<file path="src/rtl/exmem_retire_pkg.sv">
// rtl/exmem_retire_pkg.sv - shared constants and stage entry type for the EX/MEM retire stage
package exmem_retire_pkg;

  localparam int unsigned DATA_W = 32;
  localparam int unsigned REG_AW = 5;
  localparam logic [REG_AW-1:0] REG_ZERO = 5'd0;

  // Stage occupancy encoding; the stored valid bit is the state.
  localparam logic [0:0] ST_EMPTY = 1'b0;
  localparam logic [0:0] ST_FULL  = 1'b1;

  typedef struct packed {
    logic              valid;
    logic [DATA_W-1:0] data;
    logic [REG_AW-1:0] addr;
    logic              we;
  } entry_t;

endpackage

</file>
<file path="src/rtl/exmem_retire_hilo_reg.sv">
// rtl/exmem_retire_hilo_reg.sv - architectural HI/LO register pair with a shared write enable
module hilo_reg
  import exmem_retire_pkg::*;
(
  input  logic              clk,
  input  logic              rst_n,
  input  logic              we,
  input  logic [DATA_W-1:0] hi_d,
  input  logic [DATA_W-1:0] lo_d,
  output logic [DATA_W-1:0] hi,
  output logic [DATA_W-1:0] lo
);

  // Both halves of a multiply result land on the same edge.
  always_ff @(posedge clk or negedge rst_n) begin
    if (!rst_n) begin
      hi <= '0;
      lo <= '0;
    end else if (we) begin
      hi <= hi_d;
      lo <= lo_d;
    end
  end

endmodule

</file>
<file path="src/rtl/exmem_retire.sv">
// rtl/exmem_retire.sv - single-entry execute-to-writeback stage with HI/LO, forwarding and retire count
module exmem_retire
  import exmem_retire_pkg::*;
(
  input  logic              Clk,
  input  logic              Rst,
  input  logic              ex_valid,
  input  logic [DATA_W-1:0] ALU_out,
  input  logic [DATA_W-1:0] ALU_hi,
  input  logic              RegWrite_in,
  input  logic [REG_AW-1:0] WriteRegister_in,
  input  logic              HiLoWrite,
  input  logic              Stall,
  input  logic              Flush,
  input  logic [REG_AW-1:0] rs_id,
  input  logic [REG_AW-1:0] rt_id,
  output logic              wb_we,
  output logic [REG_AW-1:0] wb_addr,
  output logic [DATA_W-1:0] wb_data,
  output logic [DATA_W-1:0] Hi,
  output logic [DATA_W-1:0] Lo,
  output logic              FwdA,
  output logic              FwdB,
  output logic [DATA_W-1:0] retired
);

  entry_t            entry;
  logic [DATA_W-1:0] retired_q;
  logic              accept;
  logic [0:0]        next_occ;
  logic              leaving;

  assign accept  = ex_valid & ~Stall & ~Flush;
  // A flushed entry is squashed, so it never counts as retired.
  assign leaving = entry.valid & ~Stall & ~Flush;

  // Occupancy transition: Flush empties, Stall holds, otherwise fill or bubble.
  always_comb begin
    next_occ = ST_EMPTY;
    if (Flush)         next_occ = ST_EMPTY;
    else if (Stall)    next_occ = entry.valid;
    else if (ex_valid) next_occ = ST_FULL;
    else               next_occ = ST_EMPTY;
  end

  // Stage entry register; index 0 is never marked as a register-file write.
  always_ff @(posedge Clk or negedge Rst) begin
    if (!Rst) begin
      entry <= '0;
    end else begin
      entry.valid <= next_occ[0];
      if (Flush) begin
        entry.we <= 1'b0;
      end else if (accept) begin
        entry.data <= ALU_out;
        entry.addr <= WriteRegister_in;
        entry.we   <= RegWrite_in & (WriteRegister_in != REG_ZERO);
      end
    end
  end

  // Retire counter wraps naturally at the top of its range.
  always_ff @(posedge Clk or negedge Rst) begin
    if (!Rst) begin
      retired_q <= '0;
    end else if (leaving) begin
      retired_q <= retired_q + 32'd1;
    end
  end

  hilo_reg u_hilo (
    .clk   (Clk),
    .rst_n (Rst),
    .we    (accept & HiLoWrite),
    .hi_d  (ALU_hi),
    .lo_d  (ALU_out),
    .hi    (Hi),
    .lo    (Lo)
  );

  assign wb_we   = entry.valid & entry.we;
  assign wb_addr = entry.addr;
  assign wb_data = entry.data;
  assign retired = retired_q;
  assign FwdA    = wb_we & (wb_addr == rs_id);
  assign FwdB    = wb_we & (wb_addr == rt_id);

endmodule

</file>
<file path="config.mk">
export PLATFORM = sky130hd
export DESIGN_NAME = exmem_retire
export DESIGN_NICKNAME = d
export VERILOG_FILES = /design/src/rtl/exmem_retire_pkg.sv /design/src/rtl/exmem_retire_hilo_reg.sv /design/src/rtl/exmem_retire.sv
export SDC_FILE = /design/constraint.sdc
export NUM_CORES = 1
export LEC_CHECK = 0
export ABC_AREA = 1
export CAP_MARGIN = 20
export CORE_MARGIN = 2
export CORE_UTILIZATION = 40
export DETAILED_ROUTE_END_ITERATION = 10
export GPL_TIMING_DRIVEN = 0
export HOLD_SLACK_MARGIN = 0.02
export PLACE_DENSITY = 0.73
export SLEW_MARGIN = 20
export SYNTH_ARGS = -nofsm -noshare
export SYNTH_HDL_FRONTEND = slang
export SYNTH_SLANG_ARGS = --single-unit
export TNS_END_PERCENT = 50
</file>
<file path="constraint.sdc">
create_clock -name Clk -period 1.51 [get_ports Clk]
set_clock_uncertainty 0.05 [all_clocks]
set_input_delay 0.453 -clock Clk [delete_from_list [all_inputs] [get_ports Clk]]
set_output_delay 0.453 -clock Clk [all_outputs]
set_load 0.1 [all_outputs]
</file>
==> results.toml <==
[floorplan]
die_area_sq_um = 16500
core.rowCount = 45
die_x_microns = 128
initial_core_util_pct = 40.8
io_pins = 222
die_h_microns = 128
core_sq_um = 15100

[timing]
setup_viol = 124
slew_violations = 0
fin_crit_sh_pct = 145
maxSlewHeadroom_pct = 65.3
setup-tns-final_ps = -7120
hold_violations = 0
worstMarginPinSlew_ps = 521
period_minus_slack_ps = 2190
timing.final.ws_setup_ps = -678
fmax_mhz = 457
rsz0062_at_grt = "yes"

[pwr]
sw_frac_of_total_pct = 42.2
p_comb_share_pct = 47.1
cellLeakagePower_nw = 5.65
p_switching_mw = 7.62
finalPower_mw = 18.1
p_int_mw = 10.5
p_clk_share_pct = 25.9
power.density_nw_per_um2 = 1510
seqPwrFrac_pct = 27.0
vdd_drop_max_uv = 1180

[logic_synthesis]
netlist_area_sq_um = 6180
synthAdderAreaFrac_pct = 0.202
yosys.area_share.simple_pct = 17.0
ys_types = 34
avgSynthCellArea_sq_um = 9.91
syn_inst = 624
synth_fp_nets = 711
muxShareOfSynthArea_pct = 7.77
synth_compound_gate_area_share_pct = 6.17
synth_ff_type = "dfrtp_1"
synth_seq_cells = 135
yosysWarnings = 0
netlist.area_leader.share_pct = 54.6
synthTopCellsByArea = "dfrtp_1, nand2_1, mux2_4"
synth_top_family_by_area = "simple AND/OR/NAND/NOR gates"
synth_xor_area_share_pct = 3.68
synth-seq-area-share_pct = 54.6
async_reset_ff_share_pct = 100
synth-edff-count = 0
synth_top_area_cell = "dfrtp_1"

[cells_and_area]
drive_gt1_share_pct = 46.9
regArea_sq_um = 3480
mostFrequentLayoutCells = "buf_12, nand2_1, dfrtp_1"
final_cells = 1141
fin_nets = 1027
nFillCells = 847
diodes = 0
final_common_cell = "buf_12"
multiInputGateArea_sq_um = 2560
syn_to_final_growth_pct = 93.1

[worst_setup_path]
crit_fanout = 2
critPathLaunchType = "input pin"
crit_required_ps = 1010
path_class = "in -> out"
critPathCaptureType = "primary output"
cp.arrival_ps = 1690

[clock_network]
htree_num_levels = 4
cts_root_buf = "clkbuf_16"
clockBufferDepth = 2
clock_latency_ps = 420
clk_pin_slew_ps = 60
cts.sinks = 135
cts_buffers = 17
cts_tree = "done"

[place]
dp_cells = 1034
hpwl_microns = 11900
finalWeightedCongestion = 0.820
io_buffers = 221

[global_routing]
gr-usage-all-layers_pct = 24.4
grt_pass1_wl_microns = 31000
grt_pass1_vias = 6007
antenna_found_initial = 0
grt_max_degree = 73
overflow = 0

[route]
wl_per_cell_microns = 19.5
drtIter0Drc = 312
drc = 0
finalWirelength_microns = 22300
num_vias = 5795
ant_nets = 0
vias_per_cell = 5.08
dr.pass1.iters = 5

[worst_hold_path]
hold_path.class = "reg -> reg"

[job]
drv_cap = 0

[outcome]
violations = "setup timing"
status = "complete, but fails checks"
registers in the layout, summed over array words and instances (netlist names):
signal     cells
entry          2
retired       32
u_hilo.hi     32
u_hilo.lo     32
wb_addr        5
wb_data       32
final cells by class:
class	count	share of cell area, %
Buffer	31	2.65
Clock buffer	18	3.68
Clock inverter	14	1.85
Inverter	69	2.21
Multi-Input combinational cell	366	21.4
Sequential cell	135	29.2
Tap cell	188	1.97
Timing Repair Buffer	320	37.1
cell usage after synthesis (2+ instances only):
library cell,instances
xnor2_1,11
inv_2,3
buf_4,39
o21ai_0,35
nand3b_1,4
nand3_4,2
nand2_2,2
xor2_1,15
buf_2,4
nor2_1,32
a21oi_1,3
clkbuf_1,6
nand3_1,21
mux2_4,32
nor2_4,2
nor2_2,4
o21ai_1,34
nor3_1,5
nand2_1,143
dfrtp_1,135
nor4_1,3
inv_1,66
nand4_1,7
o22ai_1,2
buf_6,5
through the flow:
step | hold slack, ps | util, % | area (sq um) | setup WS (ps)
final | 474 | 78.8 | 11900 | -678
after global routing | 516 | 78.8 | 11900 | -737
after CTS | 445 | 75.0 | 11400 | -612
after detailed placement | 379 | 58.6 | 8880 | -1480
after global placement | 416 | 58.4 | 8850 | -6510
after floorplan | 107 | - | 6400 | -715
routing by layer:
metal	track usage (%)	vias up	wire (microns)
met5	0	-	0
met4	9.83	0	1060
met3	7.48	93	1570
met2	42.4	277	11700
met1	28.2	2840	7940
li1	-	2585	-
final timing paths:
check | startpoint | to | slack, ps | cells after the start
worst min register to register | wb_data[24] | wb_data[24] | 470 | 2
min in group asynchronous | Rst | retired[4] | 520 | 2
worst max-delay path | rt_id[3] | FwdB | -680 | 5
worst max register to register | retired[24] | retired[31] | -100 | 8
max in group asynchronous | Rst | wb_data[11] | 130 | 3
worst min-delay path | wb_data[24] | wb_data[24] | 470 | 2
power groups by stage:
stage	combinational, mW	clock (mW)	sequential [mW]
after detailed placement	6.76	0	4.63
after global placement	6.72	0	4.63
after CTS	8.27	4.72	4.82
after floorplan	2.21	0	7.49
final	8.51	4.69	4.89
after global routing	8.76	4.90	4.95
repair_timing:
action / in CTS / in global routing
gates resized for setup: 1265 / 106
pin swaps: 4 / 45
setup buffers: 54 / 44
hold buffers: 1 / 0
endpoints found under the hold margin: 63 / 0
setup endpoints to repair: 260 / 238
kinds of logic (layout without fill, tap and decap cells):
kind of cell,after synthesis,in the layout
buffers and inverters,123,452
adder cells (fa/ha/maj),1,1
flip-flops,135,135
AO/OA/AOI/OAI,75,75
multiplexers,32,32
AND/OR/NAND/NOR,232,232
XOR/XNOR,26,26
worst max-delay path, cell delays in order:
cell	delay [ps]
clkdlybuf4s50_1	430
a21oi_1	190
nand4_1	150
nor4_4	190
buf_6	270
No activity file was read; power rests on OpenSTA's default activity.
==> patch 1, RTL diff (same flow settings) <==
The package constant `REG_AW` goes from 5 to 4.
--- a/src/rtl/exmem_retire_pkg.sv
+++ b/src/rtl/exmem_retire_pkg.sv
@@ -3,5 +3,5 @@
 
   localparam int unsigned DATA_W = 32;
-  localparam int unsigned REG_AW = 5;
+  localparam int unsigned REG_AW = 4;
   localparam logic [REG_AW-1:0] REG_ZERO = 5'd0;
 
Ports: changed (resized WriteRegister_in, rs_id, rt_id and wb_addr); port bits go from 222 to 218. No check against the original RTL was run, so the function may have changed too.
==> patch 1 against the unedited design <==
The flow still finishes with violations (setup timing); worst setup slack got worse by 0.13 ns; maximum frequency is 5.5% lower; hold slack got worse by 0.030 ns; via count grew 2.3%; count of clock-buffer cells in the layout increased by 4; sequential cell count decreased by 1; total power down 1.9%; wire length is 4.7% higher; register-to-register slack worse by 0.08 ns; global-route usage grew 0.78 points; cell area is 0.37% higher; synthesized area shrank 2.4%; largest power group unchanged.
==> patch 1: results <==
[place]
place_area_mm2 = 0.00870
dp_cells = 1011
gp_congestion = 0.852
dp_hpwl_um = 11900
port_buffers = 217

[yosys]
syn_nets = 693
synthXorXnorAreaFrac_pct = 3.77
synth.distinct_cells = 29
yosysSeqAreaShare_pct = 55.5
syn_inst = 609
synth_common_cells = 137 x nand2_1, 134 x dfrtp_1, 69 x inv_1
synth_mux_area_share_pct = 7.96
synth_compound_area_share_pct = 5.95
synthTopCellsByArea = dfrtp_1 56%, nand2_1 8.5%, mux2_4 8.0%
yosys_warnings = 0
synthAdderAreaFrac_pct = 0.207

[sta]
hold_viol = 0
finalSetupViolCount = 147
worst_slack_ns = -0.806
worst_pin_slew_ns = 0.512

[routing]
wl_per_cell_um = 20.5
via_per_inst = 5.22
first_iter_violations = 649
drt-pass1-iter-count = 8

[setup_path]
critical-path-slowest-cell = clkdlybuf4s50_1
critPathMaxFanout = 2
max_stage_delay_ns = 0.49
critPathArrivalTime_ns = 1.81
cp_top_family = buffers and inverters

[layout]
fillers = 699
drive_gt1_share_pct = 48.4
fin_cells = 1136

[clock_tree]
ctsHtreeMaxLevel = 4
insertion_delay_ns = 0.43
cts_buffer_depth = 2

[run_status]
status = complete, but fails checks
violations = setup timing

[power]
peakVddDrop_mv = 1.10
p_leak_nw = 5.72

[global_route]
grt_max_degree = 104
grt_pass1_vias = 6007
grt_first_pass_wirelength_um = 31500
track_usage_pct = 25.2

[min_path]
hold_class = input port to asynchronous set/reset pin
==> patch 1: cell type report <==
cell class	count	area share, %
flip-flops and latches	134	28.7
clock buffers	22	4.04
plain buffers	38	3.49
well taps	184	1.92
multi-input cells	353	20.7
repair buffers	325	37.7
clock inverters	10	1.19
inverters	70	2.23
==> patch 1: metal layers <==
layer | share of wire (%) | track usage [%] | vias up
li1 | - | - | 2569
met1 | 35 | 28.0 | 2911
met2 | 53 | 45.4 | 348
met3 | 7.0 | 6.58 | 100
met4 | 4.3 | 10.9 | 0
met5 | 0 | 0 | -
==> patch 1: timing repair <==
| action | CTS | global route |
|---|---|---|
| gates resized for setup | 1259 | 119 |
| pin swaps | 2 | 50 |
| setup buffers | 60 | 43 |
| hold buffers | 1 | 0 |
| gates cloned | 0 | 4 |
| hold endpoints to repair | 31 | 0 |
| endpoints found under the setup margin | 257 | 260 |
==> patch 1: power breakdown <==
part / switching, mW / internal (mW)
clock: 1.63 / 2.78
combinational: 5.22 / 3.25
sequential: 0.677 / 4.18
total: 7.53 / 10.2
==> patch 1: stage by stage <==
stage | hold slack, ns | util (%) | TNS (ns) | setup WS (ns)
2_1_floorplan | 0.107 | - | -2.22 | -0.709
3_3_place_gp | 0.419 | 59.2 | -875.62 | -6.14
3_5_place_dp | 0.279 | 59.4 | -155.02 | -1.58
4_1_cts | 0.426 | 76.6 | -22.59 | -0.689
5_1_grt | 0.463 | 81.8 | -13.89 | -0.814
6_report | 0.444 | 81.8 | -9.35 | -0.806
==> patch 1: kinds of logic after synthesis <==
| group | Yosys count |
|---|---|
| and+or+nand+nor | 222 |
| AOI/OAI and AO/OA | 71 |
| buffers and inverters | 123 |
| xor gates and xnor gates | 26 |
| DFF | 134 |
| muxes | 32 |
| adders and majority gates | 1 |
==> patch 1: worst paths after layout <==
check | from | end | slack, ns | cells past startpoint
min in group Clk | ex_valid | entry[0] | 0.46 | 4
max in group asynchronous | Rst | wb_data[30] | 0.18 | 3
max reg2reg | entry[37] | retired[24] | -0.18 | 9
min reg2reg | wb_data[16] | wb_data[16] | 0.46 | 2
min | Rst | retired[24] | 0.44 | 2
max | rs_id[1] | FwdA | -0.81 | 5
==> patch 2, RTL diff (same flow settings) <==
Without the edit above. Register the output `retired` once more, with the module's reset; this adds one clock of latency there. The other outputs are not delayed to match.
--- a/src/rtl/exmem_retire.sv
+++ b/src/rtl/exmem_retire.sv
@@ -82,5 +82,11 @@
   assign wb_addr = entry.addr;
   assign wb_data = entry.data;
-  assign retired = retired_q;
+  always_ff @(posedge Clk or negedge Rst) begin
+    if (!Rst) begin
+      retired <= '0;
+    end else begin
+      retired <= retired_q;
+    end
+  end
   assign FwdA    = wb_we & (wb_addr == rs_id);
   assign FwdB    = wb_we & (wb_addr == rt_id);
Check against the original RTL: not equivalent (Yosys sat finds a counterexample within 4 cycles, from zero or initial values and one cycle with Rst low).
==> patch 2 against the unedited design <==
The run still ends with setup timing left; total power rose by 2.5%; via count fell by 2.2%; die area rose by 13%; sequential cell count rose by 32; hold slack got worse by 0.46 ns; core utilization fell by 10 points; cell area fell by 1.2%; synthesized area rose by 14%; maximum frequency rose by 2.6%; worst setup slack improved by 0.056 ns; wire length fell by 6.8%; global-route usage fell by 2.5 points; critical path type is now flip-flop to output pin; largest power group unchanged.
==> patch 2: results <==
[run_status]
status = complete, but fails checks
violations = setup timing

[place]
place_area_mm2 = 0.00958
dp_cells = 1117
gp_congestion = 0.876
pre_cts_ws_ns = -1.53

[power]
p_leak_nw = 5.66
peakVddDrop_mv = 1.25

[global_route]
track_usage_pct = 21.9
grt_max_degree = 99
grt_pass1_vias = 5757
grt_first_pass_wirelength_um = 30900

[yosys]
syn_nets = 757
synth.distinct_cells = 31
synthTopCellsByArea = dfrtp_1 59%, nand2_1 8.2%, mux2_4 6.8%
avgSynthCellArea_um2 = 10.5
synth_common_cells = 167 x dfrtp_1, 154 x nand2_1, 69 x inv_1
yosysSeqAreaShare_pct = 59.4

[setup_path]
critical-path-slowest-cell = dfrtp_2
critPathArrivalTime_ns = 1.63
cp_top_family = flip-flops
max_stage_delay_ns = 0.45
critPathMaxFanout = 4

[min_path]
hold_class = input port to asynchronous set/reset pin

[layout]
final_nets = 1018
fin_cells = 1168
drive_gt1_share_pct = 36.3
fillers = 1149

[sta]
worst_slack_ns = -0.623
worst_pin_slew_ns = 0.738
finalSetupViolCount = 82

[routing]
vias = 5665
first_iter_violations = 256
routed_wl_um = 20800
drt-pass1-iter-count = 4
[patch 2: cell types whose count changed after synthesis, moves of 4 or more]
cell,unedited run,this run
dfrtp_1,135,167
nand2_1,143,154
nand3b_1,4,0
nand4_1,7,12
xor2_1,15,11
[patch 2: report_power, final]
part | internal (mW) | leakage, nW | switching [mW] | total, mW
sequential | 5.08 | 2.09 | 0.687 | 5.76
combinational | 3.08 | 3.28 | 5.19 | 8.27
clock | 2.64 | 0.298 | 1.86 | 4.50
total | 10.8 | 5.66 | 7.73 | 18.5
[patch 2: worst paths after layout]
kind	start	endpoint	slack (ns)	cells past startpoint
min in group Clk	retired_q[31]	retired[31]	0.35	0
max in group asynchronous	Rst	retired_q[17]	0.56	2
worst max-delay path	wb_addr[4]	FwdB	-0.62	3
worst max register to register	entry[38]	retired_q[8]	-0.01	5
worst min-delay path	Rst	wb_data[6]	0.01	1
worst min register to register	retired_q[31]	retired[31]	0.35	0
[patch 2: layer usage]
metal	up-vias	share of wire [%]	global-route usage [%]
met2	208	53	39.1
met1	2798	38	25.4
li1	2627	-	-
met5	-	0	0
met3	32	6.8	5.26
met4	0	1.9	8.45
[patch 2: cell type report]
class                      count  area, um2  area share (%)
sequential                   167       4190            35.6
clock buffer                  17        425            3.61
clock inverter                14        184            1.56
buffer                        19        178            1.51
inverter                      72        273            2.31
tap                          225        282            2.39
multi-input combinational    377       2370            20.1
timing repair buffer         277       3890            32.9
[patch 2: cell families (layout without fill, tap and decap cells)]
kind of cell | after synthesis | after routing | share of synthesized area, %
adder cells (fa/ha/maj) | 1 | 1 | 0.178
multiplexers | 32 | 32 | 6.83
XOR/XNOR | 25 | 25 | 3.11
flip-flops | 167 | 167 | 59.4
AND/OR/NAND/NOR | 243 | 243 | 15.4
AO/OA/AOI/OAI | 76 | 76 | 5.50
buffers and inverters | 126 | 399 | 9.57
[patch 2: what timing repair did]
item | CTS | global route
pin swaps | 4 | 15
buffers inserted | 27 | 29
gates resized for setup | 1224 | 86
endpoints found under the setup margin | 261 | 253
[patch 2: per-stage QoR]
step           TNS [ns]  hold WS, ns
6_report          -2.74       0.0143
5_1_grt           -7.52       0.0650
4_1_cts           -8.87       0.0395
3_5_place_dp    -145.53        0.347
3_3_place_gp   -1292.92        0.340
2_1_floorplan     -1.27        0.107
